### config.mk
export PLATFORM = sky130hd
export DESIGN_NAME = mem_access_ctrl_flat
export DESIGN_NICKNAME = d
export VERILOG_FILES = /design/src/rtl/mem_access_ctrl_pkg.sv /design/src/rtl/mem_access_ctrl_if.sv /design/src/rtl/mem_access_ctrl_lane_unit.sv /design/src/rtl/mem_access_ctrl.sv /design/src/flat_wrapper.sv
export SDC_FILE = /design/constraint.sdc
export NUM_CORES = 1
export LEC_CHECK = 0
export CAP_MARGIN = 15
export CORE_MARGIN = 1.5
export CORE_UTILIZATION = 41
export CTS_BUF_LIST = sky130_fd_sc_hd__clkbuf_8
export DETAILED_ROUTE_END_ITERATION = 8
export DONT_BUFFER_PORTS = 1
export GPL_ROUTABILITY_DRIVEN = 0
export SLEW_MARGIN = 15
export SYNTH_ARGS = -nofsm -noshare
export SYNTH_HDL_FRONTEND = slang
export SYNTH_SLANG_ARGS = --single-unit
### constraint.sdc
create_clock -name clk -period 2.4 [get_ports clk]
set_input_delay 0.48 -clock clk [delete_from_list [all_inputs] [get_ports clk]]
set_output_delay 0.48 -clock clk [all_outputs]
set_load 0.005 [all_outputs]
### src/rtl/mem_access_ctrl_pkg.sv
// mem_access_ctrl_pkg: op codes, FSM states, memory size and request legality shared by controller and bench
package mem_access_ctrl_pkg;
  localparam int unsigned DEF_DATA_MEM_SIZE = 128;
  typedef enum logic [3:0] {
    OP_LB = 4'd0, OP_LH = 4'd1, OP_LW = 4'd2, OP_LBU = 4'd4, OP_LHU = 4'd5,
    OP_SB = 4'd8, OP_SH = 4'd9, OP_SW = 4'd10
  } op_e;
  typedef enum logic [2:0] {S_IDLE, S_RD, S_CAP, S_WR, S_DONE} state_e;
  function automatic logic req_legal(logic [3:0] op, logic [31:0] addr, logic [31:0] size);
    return op inside {OP_LB, OP_LH, OP_LW, OP_LBU, OP_LHU, OP_SB, OP_SH, OP_SW} && addr < size
      && !((op inside {OP_LW, OP_SW}) && addr[1:0] != 2'b00)
      && !((op inside {OP_LH, OP_LHU, OP_SH}) && addr[0]);
  endfunction
endpackage

### src/rtl/mem_access_ctrl_if.sv
// mem_access_ctrl_if: CPU request/response and word-port memory signals
interface mem_access_ctrl_if;
  logic        req_valid;
  logic        req_ready;
  logic [3:0]  req_op;
  logic [31:0] req_addr;
  logic [31:0] req_wdata;
  logic        resp_valid;
  logic [31:0] resp_rdata;
  logic        resp_err;
  logic [31:0] MemAddr;
  logic [31:0] MemWriteData;
  logic        MemWrite;
  logic        MemRead;
  logic [31:0] MemReadData;
  modport slave (
    input  req_valid, req_op, req_addr, req_wdata, MemReadData,
    output req_ready, resp_valid, resp_rdata, resp_err, MemAddr, MemWriteData, MemWrite, MemRead
  );
  modport master (
    output req_valid, req_op, req_addr, req_wdata, MemReadData,
    input  req_ready, resp_valid, resp_rdata, resp_err, MemAddr, MemWriteData, MemWrite, MemRead
  );
endinterface

### src/rtl/mem_access_ctrl_lane_unit.sv
// lane_unit: big-endian lane extraction/extension for loads and lane merge for SB/SH
module lane_unit
  import mem_access_ctrl_pkg::*;
(
  input  logic [3:0]  op,
  input  logic [1:0]  off,
  input  logic [31:0] word,
  input  logic [31:0] wdata,
  output logic [31:0] load_data,
  output logic [31:0] store_word
);
  logic [4:0]  sh;
  logic [7:0]  byte_v;
  logic [15:0] half_v;
  always_comb begin
    sh = {2'd3 - off, 3'b000};
    byte_v = 8'(word >> sh);
    half_v = off[1] ? word[15:0] : word[31:16];
    load_data = op == OP_LB  ? {{24{byte_v[7]}}, byte_v} :
                op == OP_LBU ? {24'b0, byte_v} :
                op == OP_LH  ? {{16{half_v[15]}}, half_v} :
                op == OP_LHU ? {16'b0, half_v} : word;
    store_word = op == OP_SB ? (word & ~(32'hFF << sh)) | ({24'b0, wdata[7:0]} << sh) :
                 op == OP_SH ? (off[1] ? {word[31:16], wdata[15:0]} : {wdata[15:0], word[15:0]}) : wdata;
  end
endmodule

### src/rtl/mem_access_ctrl.sv
// mem_access_ctrl: byte/half/word CPU accesses onto a word-wide data memory port
module mem_access_ctrl
  import mem_access_ctrl_pkg::*;
#(
  parameter int unsigned DATA_MEM_SIZE = DEF_DATA_MEM_SIZE
) (
  input logic clk,
  input logic rst,
  mem_access_ctrl_if.slave bus
);
  state_e      state_q, state_d;
  logic [3:0]  op_q, op_d;
  logic [31:0] addr_q, addr_d;
  logic [31:0] wdata_q, wdata_d;
  logic [31:0] rdata_q, rdata_d;
  logic        err_q, err_d;
  logic        legal;
  logic [31:0] load_word, store_word;
  lane_unit u_lane (
    .op(op_q), .off(addr_q[1:0]), .word(bus.MemReadData), .wdata(wdata_q),
    .load_data(load_word), .store_word(store_word)
  );
  always_comb begin
    state_d = state_q;
    op_d = op_q;
    addr_d = addr_q;
    wdata_d = wdata_q;
    rdata_d = rdata_q;
    err_d = err_q;
    legal = req_legal(bus.req_op, bus.req_addr, DATA_MEM_SIZE);
    case (state_q)
      S_IDLE: if (bus.req_valid) begin
        op_d = bus.req_op;
        addr_d = bus.req_addr;
        wdata_d = bus.req_wdata;
        err_d = !legal;
        state_d = !legal ? S_DONE : bus.req_op == OP_SW ? S_WR : S_RD;
      end
      S_RD: state_d = S_CAP;
      // wdata_q is reused to hold the merged word for the following WR
      S_CAP: begin
        rdata_d = op_q[3] ? rdata_q : load_word;
        wdata_d = store_word;
        state_d = op_q[3] ? S_WR : S_DONE;
      end
      S_WR: state_d = S_DONE;
      default: state_d = S_IDLE;
    endcase
  end
  always_ff @(posedge clk) begin
    if (rst) begin
      state_q <= S_IDLE;
      op_q <= '0;
      addr_q <= '0;
      wdata_q <= '0;
      rdata_q <= '0;
      err_q <= 1'b0;
    end else begin
      state_q <= state_d;
      op_q <= op_d;
      addr_q <= addr_d;
      wdata_q <= wdata_d;
      rdata_q <= rdata_d;
      err_q <= err_d;
    end
  end
  assign bus.req_ready = state_q == S_IDLE;
  assign bus.resp_valid = state_q == S_DONE;
  assign bus.resp_err = state_q == S_DONE && err_q;
  assign bus.resp_rdata = rdata_q;
  assign bus.MemAddr = {addr_q[31:2], 2'b00};
  assign bus.MemWriteData = wdata_q;
  assign bus.MemRead = state_q == S_RD;
  assign bus.MemWrite = state_q == S_WR;
endmodule

### src/flat_wrapper.sv
// flat-port wrapper written by rule: the top's interface ports become plain ports
module mem_access_ctrl_flat import mem_access_ctrl_pkg::*;
#(
  parameter int unsigned DATA_MEM_SIZE = DEF_DATA_MEM_SIZE
)
  (clk, rst, bus_req_valid, bus_req_op, bus_req_addr, bus_req_wdata, bus_MemReadData, bus_req_ready, bus_resp_valid, bus_resp_rdata, bus_resp_err, bus_MemAddr, bus_MemWriteData, bus_MemWrite, bus_MemRead);
  mem_access_ctrl_if bus_i ();
  input logic clk;
  input logic rst;
  input wire logic [$bits(bus_i.req_valid)-1:0] bus_req_valid;
  input wire logic [$bits(bus_i.req_op)-1:0] bus_req_op;
  input wire logic [$bits(bus_i.req_addr)-1:0] bus_req_addr;
  input wire logic [$bits(bus_i.req_wdata)-1:0] bus_req_wdata;
  input wire logic [$bits(bus_i.MemReadData)-1:0] bus_MemReadData;
  output wire logic [$bits(bus_i.req_ready)-1:0] bus_req_ready;
  output wire logic [$bits(bus_i.resp_valid)-1:0] bus_resp_valid;
  output wire logic [$bits(bus_i.resp_rdata)-1:0] bus_resp_rdata;
  output wire logic [$bits(bus_i.resp_err)-1:0] bus_resp_err;
  output wire logic [$bits(bus_i.MemAddr)-1:0] bus_MemAddr;
  output wire logic [$bits(bus_i.MemWriteData)-1:0] bus_MemWriteData;
  output wire logic [$bits(bus_i.MemWrite)-1:0] bus_MemWrite;
  output wire logic [$bits(bus_i.MemRead)-1:0] bus_MemRead;
  assign bus_i.req_valid = bus_req_valid;
  assign bus_i.req_op = bus_req_op;
  assign bus_i.req_addr = bus_req_addr;
  assign bus_i.req_wdata = bus_req_wdata;
  assign bus_i.MemReadData = bus_MemReadData;
  assign bus_req_ready = bus_i.req_ready;
  assign bus_resp_valid = bus_i.resp_valid;
  assign bus_resp_rdata = bus_i.resp_rdata;
  assign bus_resp_err = bus_i.resp_err;
  assign bus_MemAddr = bus_i.MemAddr;
  assign bus_MemWriteData = bus_i.MemWriteData;
  assign bus_MemWrite = bus_i.MemWrite;
  assign bus_MemRead = bus_i.MemRead;
  mem_access_ctrl #(.DATA_MEM_SIZE(DATA_MEM_SIZE)) u_core (.clk(clk), .rst(rst), .bus(bus_i));
endmodule
==> results of run 1 <==
[power breakdown]
| part | internal (mW) | switching (mW) |
|---|---|---|
| Combinational | 0.172 | 0.237 |
| Clock | 0.401 | 0.630 |
| Sequential | 1.80 | 0.0806 |
| Total | 2.37 | 0.948 |
[cell families after synthesis]
kind of cell,synth area share (%)
DFF,39.8
and+or+nand+nor,20.1
buffers and inverters,9.18
muxes,7.77
AOI/OAI and AO/OA,23.1
other,0.0716
[area by class of cell]
cell class              count  area (um^2)
inverters                   3         11.3
repair buffers             19          143
clock buffers              10          138
flip-flops and latches    104         2080
multi-input cells         462         2710
well taps                 172          215
clock inverters             6         35.0
fillers                  1337         7180
[worst paths after layout]
check                        start                          end  slack (ns)  cells past startpoint
setup / recovery    u_core.op_q[0]  u_core.bus.MemWriteData[15]        0.34                      6
hold / removal                 rst            u_core.addr_q[16]        0.16                      1
setup reg to reg    u_core.op_q[0]  u_core.bus.MemWriteData[15]        0.34                      6
hold reg to reg   u_core.addr_q[5]             u_core.addr_q[5]        0.47                      2
[sequential cells by signal, indices dropped and copies added (netlist names)]
name	count
u_core.err_q	1
u_core.bus.resp_rdata	32
u_core.state_q	3
u_core.addr_q	32
u_core.bus.MemWriteData	32
u_core.op_q	4
[worst max-delay path, cell delays in order, from the launching register on]
cell and delay, ns:
dfxtp_1 0.41, or4b_4 0.66, o21ai_1 0.15, buf_4 0.17, a221oi_1 0.10, or3_1 0.39, a21oi_1 0.12
[routing by layer]
| layer | track usage, % | vias up |
|---|---|---|
| li1 | - | 2169 |
| met1 | 30.2 | 2108 |
| met2 | 34.3 | 213 |
| met3 | 8.73 | 33 |
| met4 | 9.43 | 0 |
| met5 | 0 | - |
[metrics by stage]
stage	cell area [um^2]	power, mW	setup slack (ns)
finish	5330	3.32	0.344
global route	5330	3.48	0.155
CTS	5330	3.35	0.354
detailed placement	5160	2.33	0.369
global placement	5160	2.31	0.382
floorplan	5240	2.28	0.422
[layout by cell type, fill, tap and decap left out, types with 2 or more instances in the layout]
| cell | Yosys | routed |
|---|---|---|
| a211o_1 | 8 | 8 |
| a211oi_1 | 40 | 40 |
| a21boi_0 | 2 | 2 |
| a21oi_1 | 73 | 72 |
| a21oi_2 | 1 | 2 |
| a221oi_1 | 8 | 8 |
| a22oi_1 | 8 | 8 |
| and2_1 | 2 | 2 |
| buf_4 | 33 | 19 |
| clkbuf_8 | 0 | 10 |
| clkinv_2 | 0 | 3 |
| conb_1 | 1 | 2 |
| dfxtp_1 | 104 | 104 |
| inv_1 | 3 | 4 |
| mux2_2 | 7 | 7 |
| mux2i_1 | 17 | 17 |
| mux4_2 | 7 | 7 |
| nand2_1 | 107 | 107 |
| nand3_1 | 3 | 3 |
| nor2_1 | 87 | 87 |
| nor3_1 | 13 | 12 |
| nor3b_1 | 4 | 4 |
| nor4_1 | 5 | 5 |
| nor4b_4 | 0 | 2 |
| o211ai_1 | 2 | 2 |
| o21ai_0 | 22 | 22 |
| o221ai_1 | 8 | 8 |
| o2bb2ai_1 | 8 | 8 |
| or3_1 | 11 | 11 |
==> impl_metrics.toml, run 1 <==
[global_route]
grt_pass1_wl_um = 23500
first_global_vias = 4138
antenna_found_initial = 0
grt_util_all_layers_pct = 23.1
grt_remaining_overflow = 0
grt_start_max_net_pins = 97

[route]
met3_wirelength_from_detailed_routing_um = 1810
vias = 4523
post_drt_via_cell_ratio = 5.83
drtPass1Iterations = 5
top_layer = "met4"
drc_viols = 0
route.final.wire_length_um = 15800
detail_route_antenna_nets = 0
wire_per_inst_um = 20.4
met1_length_um = 6450
met2_wirelength_um = 7160
dr.first_iter.drc_count = 339

[run]
max_cap_viol_count = 0

[timing]
fin_hold_ws_ns = 0.157
worst_slew_pin_tran_ns = 0.686
maxSlewViolCount = 0
finalWorstPathRequiredPeriod_ns = 2.06
clock.fmax_mhz = 486
min_period_over_period_pct = 85.7
fin_worst_skew_ns = 0.0154
slew_headroom_pct = 54.3
setup-tns-final_ns = 0
timing.final.hold_violations = 0
grt_setup_unrepaired = "false"
setup_viol = 0

[cts]
cts_resized = 0
cts-root-to-sink-buffers = 2
clock_tree_from_tritoncts = "yes"
cts_inserted_buffers = 9
clk_pin_slew_ns = 0.10
post_cts_hold_buffer_count = 0
clk_root_buffer_cell = "clkbuf_8"
cts-htree-levels = 3
insertion_delay_ns = 0.39
cts.repair_timing.setup_buffer_count = 0
tritoncts_num_sinks = 104

[finish]
antenna_cells = 0
final_nets = 702
instances_no_fill = 776
syn2layout_area_growth_pct = 1.86
final_util_pct = 42.6
drive_above_1_share_pct = 9.44

[critical_path]
timing.setup.critical_path_class = "reg -> reg"
worstPathRequired_ns = 2.72
critical_path_arrival_ns = 2.38
worstSetupEndpointType = "flop"
worst_setup_path_start_kind = "flop"
crit_path_max_fanout = 11

[floorplanning]
placementRows = 41
core_area_um2 = 12500
die-height_um = 116
io-pin-count = 204
fp.dieArea_um2 = 13500
initial_utilization_pct = 41.8
die_x_um = 116

[synth]
post_synth_main_area_contributors = "dfxtp_1 (40%), nand2_1 (7.7%), a21oi_1 (7.0%), nor2_1 (6.2%), a211oi_1 (5.7%)"
mappedNetlistArea_um2 = 5240
synth.top_cell.area_share_pct = 39.8
synthDistinctLibCells = 45
syn-mean-instance-area_um2 = 8.02
top_cell_types_by_occurrence_after_synthesis = "nand2_1 (107), dfxtp_1 (104), nor2_1 (87), a21oi_1 (73), clkbuf_1 (41)"
ys_ff_latch = 104
synth_edf_count = 0
ys_dominant_reg_cell = "dfxtp_1"
synth.largest_area_cell = "dfxtp_1"
yosys_warnings = 0
synth.most_common_cell = "nand2_1"
synth_async_sr_flop_share_pct = 0
synthesized_netlist_cell_count = 653
synth_sequential_area_ratio_pct = 39.8

[place]
port_buffers = 0
total_half_perimeter_wirelength_after_legalization_and_detailed_placement_um = 11700
dpl.cell_count = 760

[power]
power_per_cell_area_nw_per_um2 = 623
irDropWorstVdd_uv = 311
total_leakage_power_nw = 1.82

[status]
outcome = "finished, final reports clean"

[min_path]
timing.hold.worst.class = "in -> reg"
Note: power is estimated with default switching activity, not from simulation.
==> inputs of run 2 (changes only) <==
==> constraint.sdc (replaced) <==
create_clock -name clk -period 2.4 [get_ports clk]
set_input_delay 0.72 -clock clk [delete_from_list [all_inputs] [get_ports clk]]
set_output_delay 0.72 -clock clk [all_outputs]
set_load 0.005 [all_outputs]
==> run 2 against run 1 <==
Non-clock buffer count unchanged. Worst hold slack improved by 0.24 ns. Core utilization increased by 0.15 points. Clock skew about the same. Die area unchanged. Final cell count unchanged. Total power increased by 1.7%. Worst setup slack got worse by 0.18 ns. Critical path depth decreased by 4. Combinational power decreased by 1%. Register-to-register slack got worse by 0.05 ns. Critical path type is now reg -> out. Sequential cell count unchanged.
==> impl_metrics.toml, run 2 (synthesized netlist as in run 1, its figures left out) <==
[route]
drc_viols = 0
detail_route_antenna_nets = 0
wire_per_inst_um = 20.3
drtPass1Iterations = 5
route.final.wire_length_um = 15700
post_drt_via_cell_ratio = 5.91
dr.first_iter.drc_count = 332
vias = 4585

[floorplanning]
fp.dieArea_um2 = 13500
placementRows = 41
initial_utilization_pct = 41.8
io-pin-count = 204
die-height_um = 116
die_x_um = 116
core_area_um2 = 12500

[global_route]
first_global_vias = 4072
grt_util_all_layers_pct = 22.9
grt_remaining_overflow = 0
grt_start_max_net_pins = 97
antenna_found_initial = 0
grt_pass1_wl_um = 23100

[power]
power.share.switching_pct = 27.8
power_per_cell_area_nw_per_um2 = 631
sequentialPowerShare_pct = 55.7
power.internal_mw = 2.44
irDropWorstVdd_uv = 308
pwr-share-clk_pct = 32.3
power.net_switching_mw = 0.941
power.share.combinational_pct = 12.0
total_leakage_power_nw = 1.83

[finish]
final_nets = 702
layout.filler_cells = 1290
most_common_library_cell_in_the_layout_ignoring_fill_and_taps = "nand2_1"
layout.cells.most_common_list = "nand2_1 (107), dfxtp_1 (104), nor2_1 (87)"
drive_above_1_share_pct = 9.44
instances_no_fill = 776
antenna_cells = 0
syn2layout_area_growth_pct = 2.22

[timing]
setup_viol = 0
clock.fmax_mhz = 447
grt_setup_unrepaired = "false"
worst_slew_pin_tran_ns = 0.623
fin_worst_skew_ns = 0.0150
min_period_over_period_pct = 93.1
setup-tns-final_ns = 0
timing.final.hold_violations = 0
slew_headroom_pct = 58.5
maxSlewViolCount = 0
finalWorstPathRequiredPeriod_ns = 2.24

[critical_path]
crit_path_max_fanout = 8
worst_setup_path_start_kind = "flop"
regToRegEndpoint = "u_core.bus.MemWriteData[4]"
timing.reg2reg.setup_slack_ns = 0.29
critical_path_arrival_ns = 1.52
worstPathRequired_ns = 1.68
timing.setup.critical_path_class = "reg -> out"
worst_r2r_startpoint = "u_core.op_q[3]"
reg2regPathDepth = 6
worstSetupEndpointType = "primary output"

[min_path]
min_to = "u_core.addr_q[22]"
timing.hold.worst.class = "in -> reg"
min_path_cells = 1
min-delay-start = "rst"

[cts]
tritoncts_num_sinks = 104
clk_root_buffer_cell = "clkbuf_8"
cts-root-to-sink-buffers = 2
cts-htree-levels = 3
clock_tree_from_tritoncts = "yes"
cts.repair_timing.setup_buffer_count = 0
cts_resized = 0
post_cts_hold_buffer_count = 0
clk_pin_slew_ns = 0.10
cts_inserted_buffers = 9
insertion_delay_ns = 0.39

[place]
port_buffers = 0
dpl.cell_count = 760
total_half_perimeter_wirelength_after_legalization_and_detailed_placement_um = 11700

[status]
outcome = "finished, final reports clean"

[run]
max_cap_viol_count = 0
run 2: critical path, stage by stage, from the launching register on:
cell	delay, ns
dfxtp_1	0.51
nor3b_1	0.40
and2_1	0.22
run 2: power groups by stage:
stage	combinational (mW)	clock, mW	sequential, mW
after floorplan	0.400	0	1.88
after global placement	0.391	0	1.92
after detailed placement	0.402	0	1.92
after CTS	0.403	1.12	1.88
after global routing	0.450	1.19	1.89
final	0.405	1.09	1.88
run 2: area by class of cell:
class	instances	area, um^2	area share [%]
timing repair buffer	19	143	2.66
tap	172	215	4.02
multi-input combinational	462	2710	50.6
sequential	104	2080	38.9
clock inverter	4	26.3	0.491
inverter	3	11.3	0.210
clock buffer	12	165	3.09
run 2: routing by layer:
layer / vias up / global-route usage (%) / wire (um) / part of all wire [%]
met1: 2153 / 30.1 / 6510 / 41
met4: 0 / 10.7 / 453 / 2.9
met2: 224 / 34.7 / 7190 / 46
li1: 2172 / - / - / -
met3: 36 / 6.43 / 1580 / 10
met5: - / 0 / 0 / 0
run 2: worst max-delay path by stage:
stage / from / slack (ns) / end
finish: u_core.state_q[2] / 0.16 / bus_resp_err
global route: u_core.op_q[3] / 0.07 / u_core.bus.resp_rdata[29]
CTS: u_core.state_q[2] / 0.12 / bus_resp_err
detailed placement: bus_req_addr[20] / 0.17 / u_core.state_q[0]
global placement: bus_req_addr[20] / 0.30 / u_core.state_q[2]
floorplan: bus_req_valid / 0.34 / u_core.bus.MemWriteData[14]
run 2: stage by stage:
step / area, um^2 / power [mW] / hold WS, ns / worst slack, ns / util [%]
after floorplan: 5240 / 2.28 / 0.437 / 0.338 / -
after global placement: 5160 / 2.31 / 0.458 / 0.304 / 41.2
after detailed placement: 5160 / 2.32 / 0.459 / 0.170 / 41.2
after CTS: 5350 / 3.41 / 0.375 / 0.117 / 42.8
after global routing: 5350 / 3.53 / 0.378 / 0.0723 / 42.8
final: 5350 / 3.38 / 0.396 / 0.165 / 42.8
==> inputs of run 3 (changes only) <==
CELL_PAD_IN_SITES_DETAIL_PLACEMENT = 0   (was not set)
CELL_PAD_IN_SITES_GLOBAL_PLACEMENT = 1   (was not set)
PLACE_DENSITY_LB_ADDON = 0.1   (was not set)
==> run 3 against run 2 <==
Wire length up 3.7%. Register-to-register slack worse by 0.03 ns. Die area unchanged. Non-clock buffer count up 1. Sequential cell count unchanged. First-iteration DRC count down 3.3%. Critical path depth unchanged. Critical endpoint unchanged. Largest cell class unchanged. Highest routed layer unchanged.
==> impl_metrics.toml, run 3 (synthesized netlist as in run 1, its figures left out) <==
[cts]
insertion_delay_ns = 0.39
cts_inserted_buffers = 9
clk_pin_slew_ns = 0.10
cts_resized = 0
cts.repair_timing.setup_buffer_count = 0
clock_tree_from_tritoncts = "yes"
clk_root_buffer_cell = "clkbuf_8"
tritoncts_num_sinks = 104
post_cts_hold_buffer_count = 0
cts-htree-levels = 3
cts-root-to-sink-buffers = 2

[timing]
setup_viol = 0
slew_headroom_pct = 53.0
finalWorstPathRequiredPeriod_ns = 2.23
worst_slew_pin_tran_ns = 0.704
timing.final.hold_violations = 0
clock.fmax_mhz = 448
maxSlewViolCount = 0
grt_setup_unrepaired = "false"
min_period_over_period_pct = 93.0
fin_worst_skew_ns = 0.0170
setup-tns-final_ns = 0

[finish]
drive_above_1_share_pct = 9.45
layout.cells.most_common_list = "nand2_1 (107), dfxtp_1 (104), nor2_1 (87)"
instances_no_fill = 775
antenna_cells = 0
final_util_pct = 42.7
layout.filler_cells = 1339
final_nets = 703
post-route-cell-area_um2 = 5350
multi_input_gate_area_in_the_final_layout_um2 = 2710
syn2layout_area_growth_pct = 2.15
sequential_cell_area_um2 = 2080
most_common_library_cell_in_the_layout_ignoring_fill_and_taps = "nand2_1"

[floorplanning]
io-pin-count = 204
placementRows = 41
core_area_um2 = 12500
fp.dieArea_um2 = 13500
initial_utilization_pct = 41.8
die-height_um = 116
die_x_um = 116

[critical_path]
crit_path_max_fanout = 8
worstPathRequired_ns = 1.68
worst_setup_path_start_kind = "flop"
worstSetupEndpointType = "primary output"
critical_path_s_slowest_cell = "dfxtp_1"
critical_path.cell_chain = "nor3b_1, and2_1"
reg2regPathDepth = 4
cp_num_buf_inv = 0
critical-path-top-delay-family = "simple AND/OR/NAND/NOR gates"
timing.setup.critical_path_class = "reg -> out"
max_stage_delay_ns = 0.52
timing.critical_path.depth = 2
critical_path_arrival_ns = 1.51

[route]
detail_route_antenna_nets = 0
vias = 4471
dr.first_iter.drc_count = 321
drc_viols = 0
route.final.wire_length_um = 16300
wire_per_inst_um = 21.1
drtPass1Iterations = 4
post_drt_via_cell_ratio = 5.77

[power]
power_per_cell_area_nw_per_um2 = 626
total_leakage_power_nw = 1.82
power.total_mw = 3.35
irDropWorstVdd_uv = 330

[global_route]
grt_start_max_net_pins = 97
antenna_found_initial = 0
grt_pass1_wl_um = 23900
grt_remaining_overflow = 0
first_global_vias = 4012
grt_util_all_layers_pct = 23.7

[run]
max_cap_viol_count = 0

[status]
outcome = "finished, final reports clean"

[place]
dpl.cell_count = 761
total_half_perimeter_wirelength_after_legalization_and_detailed_placement_um = 11900
port_buffers = 0
placed_cell_area_um2 = 5170

[min_path]
min_path_cells = 1
timing.hold.worst.class = "in -> reg"
## run 3: cell count changes in the layout (fill, tap and decap cells not counted)
cell	previous run	this run
clkinvlp_4	0	2
inv_6	2	0
clkinv_2	1	0
buf_4	19	20
inv_1	4	3
## run 3: worst paths after layout
check / end / slack (ns) / startpoint
worst max-delay path: bus_resp_err / 0.17 / u_core.state_q[2]
worst min-delay path: u_core.addr_q[18] / 0.39 / rst
worst max register to register: u_core.bus.MemWriteData[4] / 0.26 / u_core.state_q[1]
worst min register to register: u_core.addr_q[6] / 0.47 / u_core.addr_q[6]
## run 3: final cells by class
cell class	count	area share, %
inverters	3	0.211
clock inverters	2	0.281
clock buffers	12	3.09
flip-flops and latches	104	38.9
well taps	172	4.02
repair buffers	20	2.81
multi-input cells	462	50.7
## run 3: worst reg2reg max path, delay by kind of cell (launching register included)
kind | cells | cell delay (ns)
compound gates | 3 | 1.04
flops | 1 | 0.64
simple gates | 1 | 0.42
## run 3: stage by stage
stage / hold WS, ns / setup WS [ns]
3_3_place_gp: 0.458 / 0.128
6_report: 0.387 / 0.167
4_1_cts: 0.372 / 0.123
5_1_grt: 0.377 / 0.0731
2_1_floorplan: 0.437 / 0.338
3_5_place_dp: 0.459 / 0.107
## run 3: per-layer routing
metal	share of wire, %	vias up	routed length (um)	GRT usage (%)
met4	1.2	0	195	6.83
met1	46	2106	7520	34.1
met2	44	173	7150	34.0
met3	8.9	15	1460	7.53
li1	-	2177	-	-
met5	0	-	0	0
## run 3: power breakdown
| group | internal [mW] | switching, mW | total [mW] |
|---|---|---|---|
| Combinational | 0.173 | 0.237 | 0.410 |
| Clock | 0.452 | 0.604 | 1.06 |
| Sequential | 1.80 | 0.0824 | 1.88 |
